**config.mk**
```make
export PLATFORM = sky130hd
export DESIGN_NAME = iterative_shift_unit
export DESIGN_NICKNAME = d
export VERILOG_FILES = /design/src/rtl/iterative_shift_unit_pkg.sv /design/src/rtl/iterative_shift_unit_shift_step.sv /design/src/rtl/iterative_shift_unit.sv
export SDC_FILE = /design/constraint.sdc
export NUM_CORES = 1
export LEC_CHECK = 0
export ABC_AREA = 0
export BUFFER_PORTS_ARGS = -buffer_cell sky130_fd_sc_hd__buf_2
export CAP_MARGIN = 20
export CORE_MARGIN = 2
export CORE_UTILIZATION = 55
export DETAILED_ROUTE_END_ITERATION = 12
export PLACE_DENSITY = 0.89
export RECOVER_POWER = 100
export SLEW_MARGIN = 20
export SYNTH_ARGS = -nofsm -noshare
export SYNTH_HDL_FRONTEND = slang
export SYNTH_SLANG_ARGS = --single-unit
```
**constraint.sdc**
```tcl
create_clock -name clk -period 2.3 [get_ports clk]
set_input_delay 0.115 -clock clk [delete_from_list [all_inputs] [get_ports clk]]
set_output_delay 0.115 -clock clk [all_outputs]
set_load 0.02 [all_outputs]
```
**src/rtl/iterative_shift_unit_pkg.sv**
```systemverilog
// Shared definitions for the iterative shifter: FSM state encoding and per-step limit.
// Latency: n/a (declarations only).
// Backpressure: n/a.
package iterative_shift_unit_pkg;

    typedef enum logic [1:0] {
        ST_IDLE = 2'd0,
        ST_BUSY = 2'd1,
        ST_DONE = 2'd2
    } state_t;

    // Largest shift done in one clock; sized to a 2-bit barrel select.
    localparam int MAX_STEP = 3;

endpackage

```
**src/rtl/iterative_shift_unit_shift_step.sv**
```systemverilog
// Combinational 0..3-bit logical shift with zero fill (one iteration of the shifter).
// Latency: 0 cycles, purely combinational.
// Backpressure: none, no handshake.
// Ports: data (word in), step (shift amount 0..3), dir (0 right, 1 left), shifted (word out).
module shift_step #(
    parameter int WIDTH = 16
) (
    input  logic [WIDTH-1:0] data,
    input  logic [1:0]       step,
    input  logic             dir,
    output logic [WIDTH-1:0] shifted
);

    logic [WIDTH-1:0] stage1;
    logic [WIDTH-1:0] by1;
    logic [WIDTH-1:0] by2;

    // Two mux stages (1-bit then 2-bit), same shape as the downstream barrel shifter.
    assign by1     = dir ? (data << 1) : (data >> 1);
    assign stage1  = step[0] ? by1 : data;
    assign by2     = dir ? (stage1 << 2) : (stage1 >> 2);
    assign shifted = step[1] ? by2 : stage1;

endmodule

```
**src/rtl/iterative_shift_unit.sv**
```systemverilog
// Multi-cycle logical shifter: shifts a WIDTH-bit word by in_amt, at most MAX_STEP bits per clock.
// Latency: accept to out_valid is 1 cycle for amt 0, else 1 + ceil(min(amt,WIDTH)/3) cycles.
// Backpressure: single request in flight; in_ready low in BUSY/DONE; result holds while out_ready low.
// Ports: clk, rst_n (async active-low); in_valid/in_ready/in_data/in_amt/in_dir request side;
//        out_valid/out_ready/out_data result side; busy high while a request is in flight.
module iterative_shift_unit
    import iterative_shift_unit_pkg::*;
#(
    parameter int WIDTH    = 16,
    parameter int AMT_W    = 4,
    parameter int MAX_STEP = iterative_shift_unit_pkg::MAX_STEP
) (
    input  logic             clk,
    input  logic             rst_n,
    input  logic             in_valid,
    output logic             in_ready,
    input  logic [WIDTH-1:0] in_data,
    input  logic [AMT_W-1:0] in_amt,
    input  logic             in_dir,
    output logic             out_valid,
    input  logic             out_ready,
    output logic [WIDTH-1:0] out_data,
    output logic             busy
);

    // One extra bit so the clamp value WIDTH always fits.
    localparam int REM_W = AMT_W + 1;

    state_t           state_q, state_d;
    logic [WIDTH-1:0] data_q, data_d;
    logic [REM_W-1:0] rem_q, rem_d;
    logic             dir_q, dir_d;

    logic [REM_W-1:0] amt_clamp;
    logic [1:0]       step;
    logic [REM_W-1:0] rem_left;
    logic [WIDTH-1:0] step_out;

    // Anything at or beyond WIDTH empties the word; stopping at WIDTH bounds the step count.
    assign amt_clamp = (int'(in_amt) > WIDTH) ? REM_W'(WIDTH) : {1'b0, in_amt};

    assign step     = (rem_q > REM_W'(MAX_STEP)) ? 2'(MAX_STEP) : rem_q[1:0];
    assign rem_left = rem_q - REM_W'(step);

    shift_step #(
        .WIDTH (WIDTH)
    ) u_step (
        .data    (data_q),
        .step    (step),
        .dir     (dir_q),
        .shifted (step_out)
    );

    always_ff @(posedge clk or negedge rst_n) begin
        if (!rst_n) begin
            state_q <= ST_IDLE;
            data_q  <= '0;
            rem_q   <= '0;
            dir_q   <= 1'b0;
        end else begin
            state_q <= state_d;
            data_q  <= data_d;
            rem_q   <= rem_d;
            dir_q   <= dir_d;
        end
    end

    always_comb begin
        state_d = state_q;
        data_d  = data_q;
        rem_d   = rem_q;
        dir_d   = dir_q;
        case (state_q)
            ST_IDLE: begin
                if (in_valid) begin
                    data_d  = in_data;
                    dir_d   = in_dir;
                    rem_d   = amt_clamp;
                    state_d = (amt_clamp == '0) ? ST_DONE : ST_BUSY;
                end
            end
            ST_BUSY: begin
                data_d = step_out;
                rem_d  = rem_left;
                if (rem_left == '0) begin
                    state_d = ST_DONE;
                end
            end
            ST_DONE: begin
                // data_q untouched here, so the result holds under backpressure.
                if (out_ready) begin
                    state_d = ST_IDLE;
                end
            end
            default: begin
                state_d = ST_IDLE;
            end
        endcase
    end

    assign in_ready  = (state_q == ST_IDLE);
    assign out_valid = (state_q == ST_DONE);
    assign busy      = (state_q == ST_BUSY) || (state_q == ST_DONE);
    assign out_data  = data_q;

endmodule

```
==> impl_results.md <==
- Worst path required time: 2.47 ns
- FMAX: 450 MHz
- Number of synthesized flops with an enable pin: 0
- Status: completed
- Initial antenna violation count: 0
- Die width: about 66 µm
- IO buf count: 43
- DRT iter0 DRCs: between 200 and 250
- Avg Cell Area, Syn: approximately 8.0 µm²
- Max VDD drop: 1.03 mV
- RSZ-0062 raised after global routing: false
- Gr usage total: 0.295
- Post-synth cell types: 47
- Clk slew on worst S/H paths: 0.09 ns
- Final TNS setup: 0 ns
- Crit path time final: 2.22 ns
- Worst EP arrival: 2.39 ns
- Post-synthesis cell count: 263
- Fin crit share: 0.966
- GPL Wtd Cong: 0.899
- HP Start: in_dir
- Most used DFF post-synth: dfrtp_1
- Worst Tran Pin Value: 1.37 ns
- Area contributors post-synth: dfrtp_1, nand2_1, mux2i_1
- Ant. Diodes: 0
- First-pass iteration count of the detailed router: 5
- Mapped Area: 2110 µm²
- Synth area leader: dfrtp_1
- Startpoint Class: flip-flop
- Max-cap violation count: 0
- Largest net degree at the start of global routing: 36
- WS Path Type: flip-flop to flip-flop
- Worst-path maximum fanout: 11
- Worst setup path start: rem_q[4]
- Clock Sinks: 24
- Register bit count reported by yosys: 24
- GRT Residual Overflow: 0
- Total Power: 4.04 mW
- Synthesized net count: 292
- Post-CTS Setup Bufs: 0
- Core area: 3660 µm²
- Pwr per Cell Area: 1680 nW/µm²
- Fin. Hold Viols: 0
- Register area share after synthesis: 0.285
- Hold Slack: around 0.076 ns
- HP Class: primary input to flip-flop
- Via/cell ratio: 6.52
- Num ports: 44
- Leakage power: 1.03 nW
- Vias in the first global route: 2,035
- Synth async-reset ratio: 1.00
- Share of cells above drive strength 1: 0.193
- Routed Antenna Nets: 0
- Worst slew margin: 0.0849
- DR vias: ~2,300
- Synth top area share: 0.285
- Synth top cells by count: nand2_1, nor2_1, dfrtp_1
- Area growth, synth to finish: 14.1%
- Clock root cell: clkbuf_8
- CTS H-tree depth: 1
- Clock skew: 0.00176 ns
- Nets@finish: 330
- # DRC: 0
- Die ar.: 4340 µm²
- DR WL/cell: 17.3 µm
- Clk buf depth: 2
- Most common cell in the netlist: nand2_1
- Starting density of the core: 0.575
- Count of yosys warnings during synthesis: 0
- Row count: 22
- Fillers: 310
- CTS tree: built
- Final wirelength: 6030 µm
- Count of pins over their slew limit: 0
- CTS buffer count: 3
- Clk_lat worst skew: 0.27 ns
- First-pass GRT wire length: 9870 µm
- Final setup fails: 0
- Hpwl dp: approximately 4200 µm
- Die height: around 66 µm
- RR Startpoint: rem_q[4]
- CP endpoint kind: flip-flop
-- cell type report --
| class | instances | area [µm²] | share of cell area |
|---|---|---|---|
| multi-input cells | 210 | 1370 | 0.569 |
| repair buffers | 56 | 298 | 0.124 |
| flip-flops and latches | 24 | 601 | 0.250 |
| clock buffers | 4 | 55.1 | 0.0229 |
| inverters | 6 | 22.5 | 0.00937 |
| well taps | 48 | 60.1 | 0.0250 |
-- timing repair --
action                                  4_1_cts  5_1_grt
resized for setup                             0        1
endpoints found under the setup margin        0        2
hold buffers                                  1        0
hold endpoints to repair                     24        0
-- cells in the final DEF, fill, tap and decap left out, drive strengths merged, types with 4 or more instances in the layout --
| cell | count |
|---|---|
| a21oi | 23 |
| mux2i | 15 |
| o31a | 6 |
| buf | 33 |
| inv | 6 |
| mux2 | 9 |
| nand2b | 5 |
| nor2b | 4 |
| o211ai | 5 |
| o21ai | 19 |
| a211oi | 4 |
| ha | 4 |
| dfrtp | 24 |
| clkbuf | 26 |
| nor2 | 29 |
| nand2 | 39 |
| a31oi | 6 |
-- cells by family after synthesis --
group	Yosys count	synth area share
compound gates	84	0.259
fa+ha+maj	4	0.0238
buf+inv	29	0.0695
flops	24	0.285
mux	26	0.147
simple gates	96	0.216
-- flip-flops by register name, indices dropped and copies added (netlist names) --
register  count
out_data     16
state_q       2
dir_q         1
rem_q         5
-- path summary, 6_finish.rpt --
path	to	slack (ns)	cells past startpoint
max reg2reg	out_data[1]	0.08	4
min in group asynchronous	state_q[1]	0.68	2
max	out_data[1]	0.08	4
min	dir_q	0.08	2
min reg2reg	state_q[0]	0.53	1
max in group asynchronous	rem_q[2]	0.82	2
-- per-layer routing --
metal	vias to the layer above	GRT usage	wire length [µm]
met1	1080	0.383	2420
met3	19	0.0477	495
met5	-	0	0
met2	138	0.489	2970
li1	1032	-	-
met4	0	0.117	147
-- worst max-delay path, stage by stage (launching register included) --
cell	delay (ns)
dfrtp_1	0.49
or4_1	0.68
nand2b_1	0.43
o32ai_1	0.17
a221o_1	0.34
-- power by group --
part	total [mW]	switching [mW]	internal, mW	leakage (nW)
clock	0.300	0.146	0.153	0.0288
sequential	1.03	0.408	0.626	0.297
combinational	2.71	1.57	1.14	0.699
total	4.04	2.13	1.92	1.03
-- metrics by stage --
stage | cell area (µm²) | utilization | instances | setup slack [ns]
5_1_grt | 2400 | 0.657 | 348 | 0.0218
2_1_floorplan | 2110 | - | 263 | 0.388
3_5_place_dp | 2370 | 0.648 | 343 | 0.115
6_report | 2400 | 0.657 | 348 | 0.0774
4_1_cts | 2440 | 0.666 | 348 | 0.117
3_3_place_gp | 2370 | 0.648 | 343 | 0.206
Power figures use the tool's default switching activity.
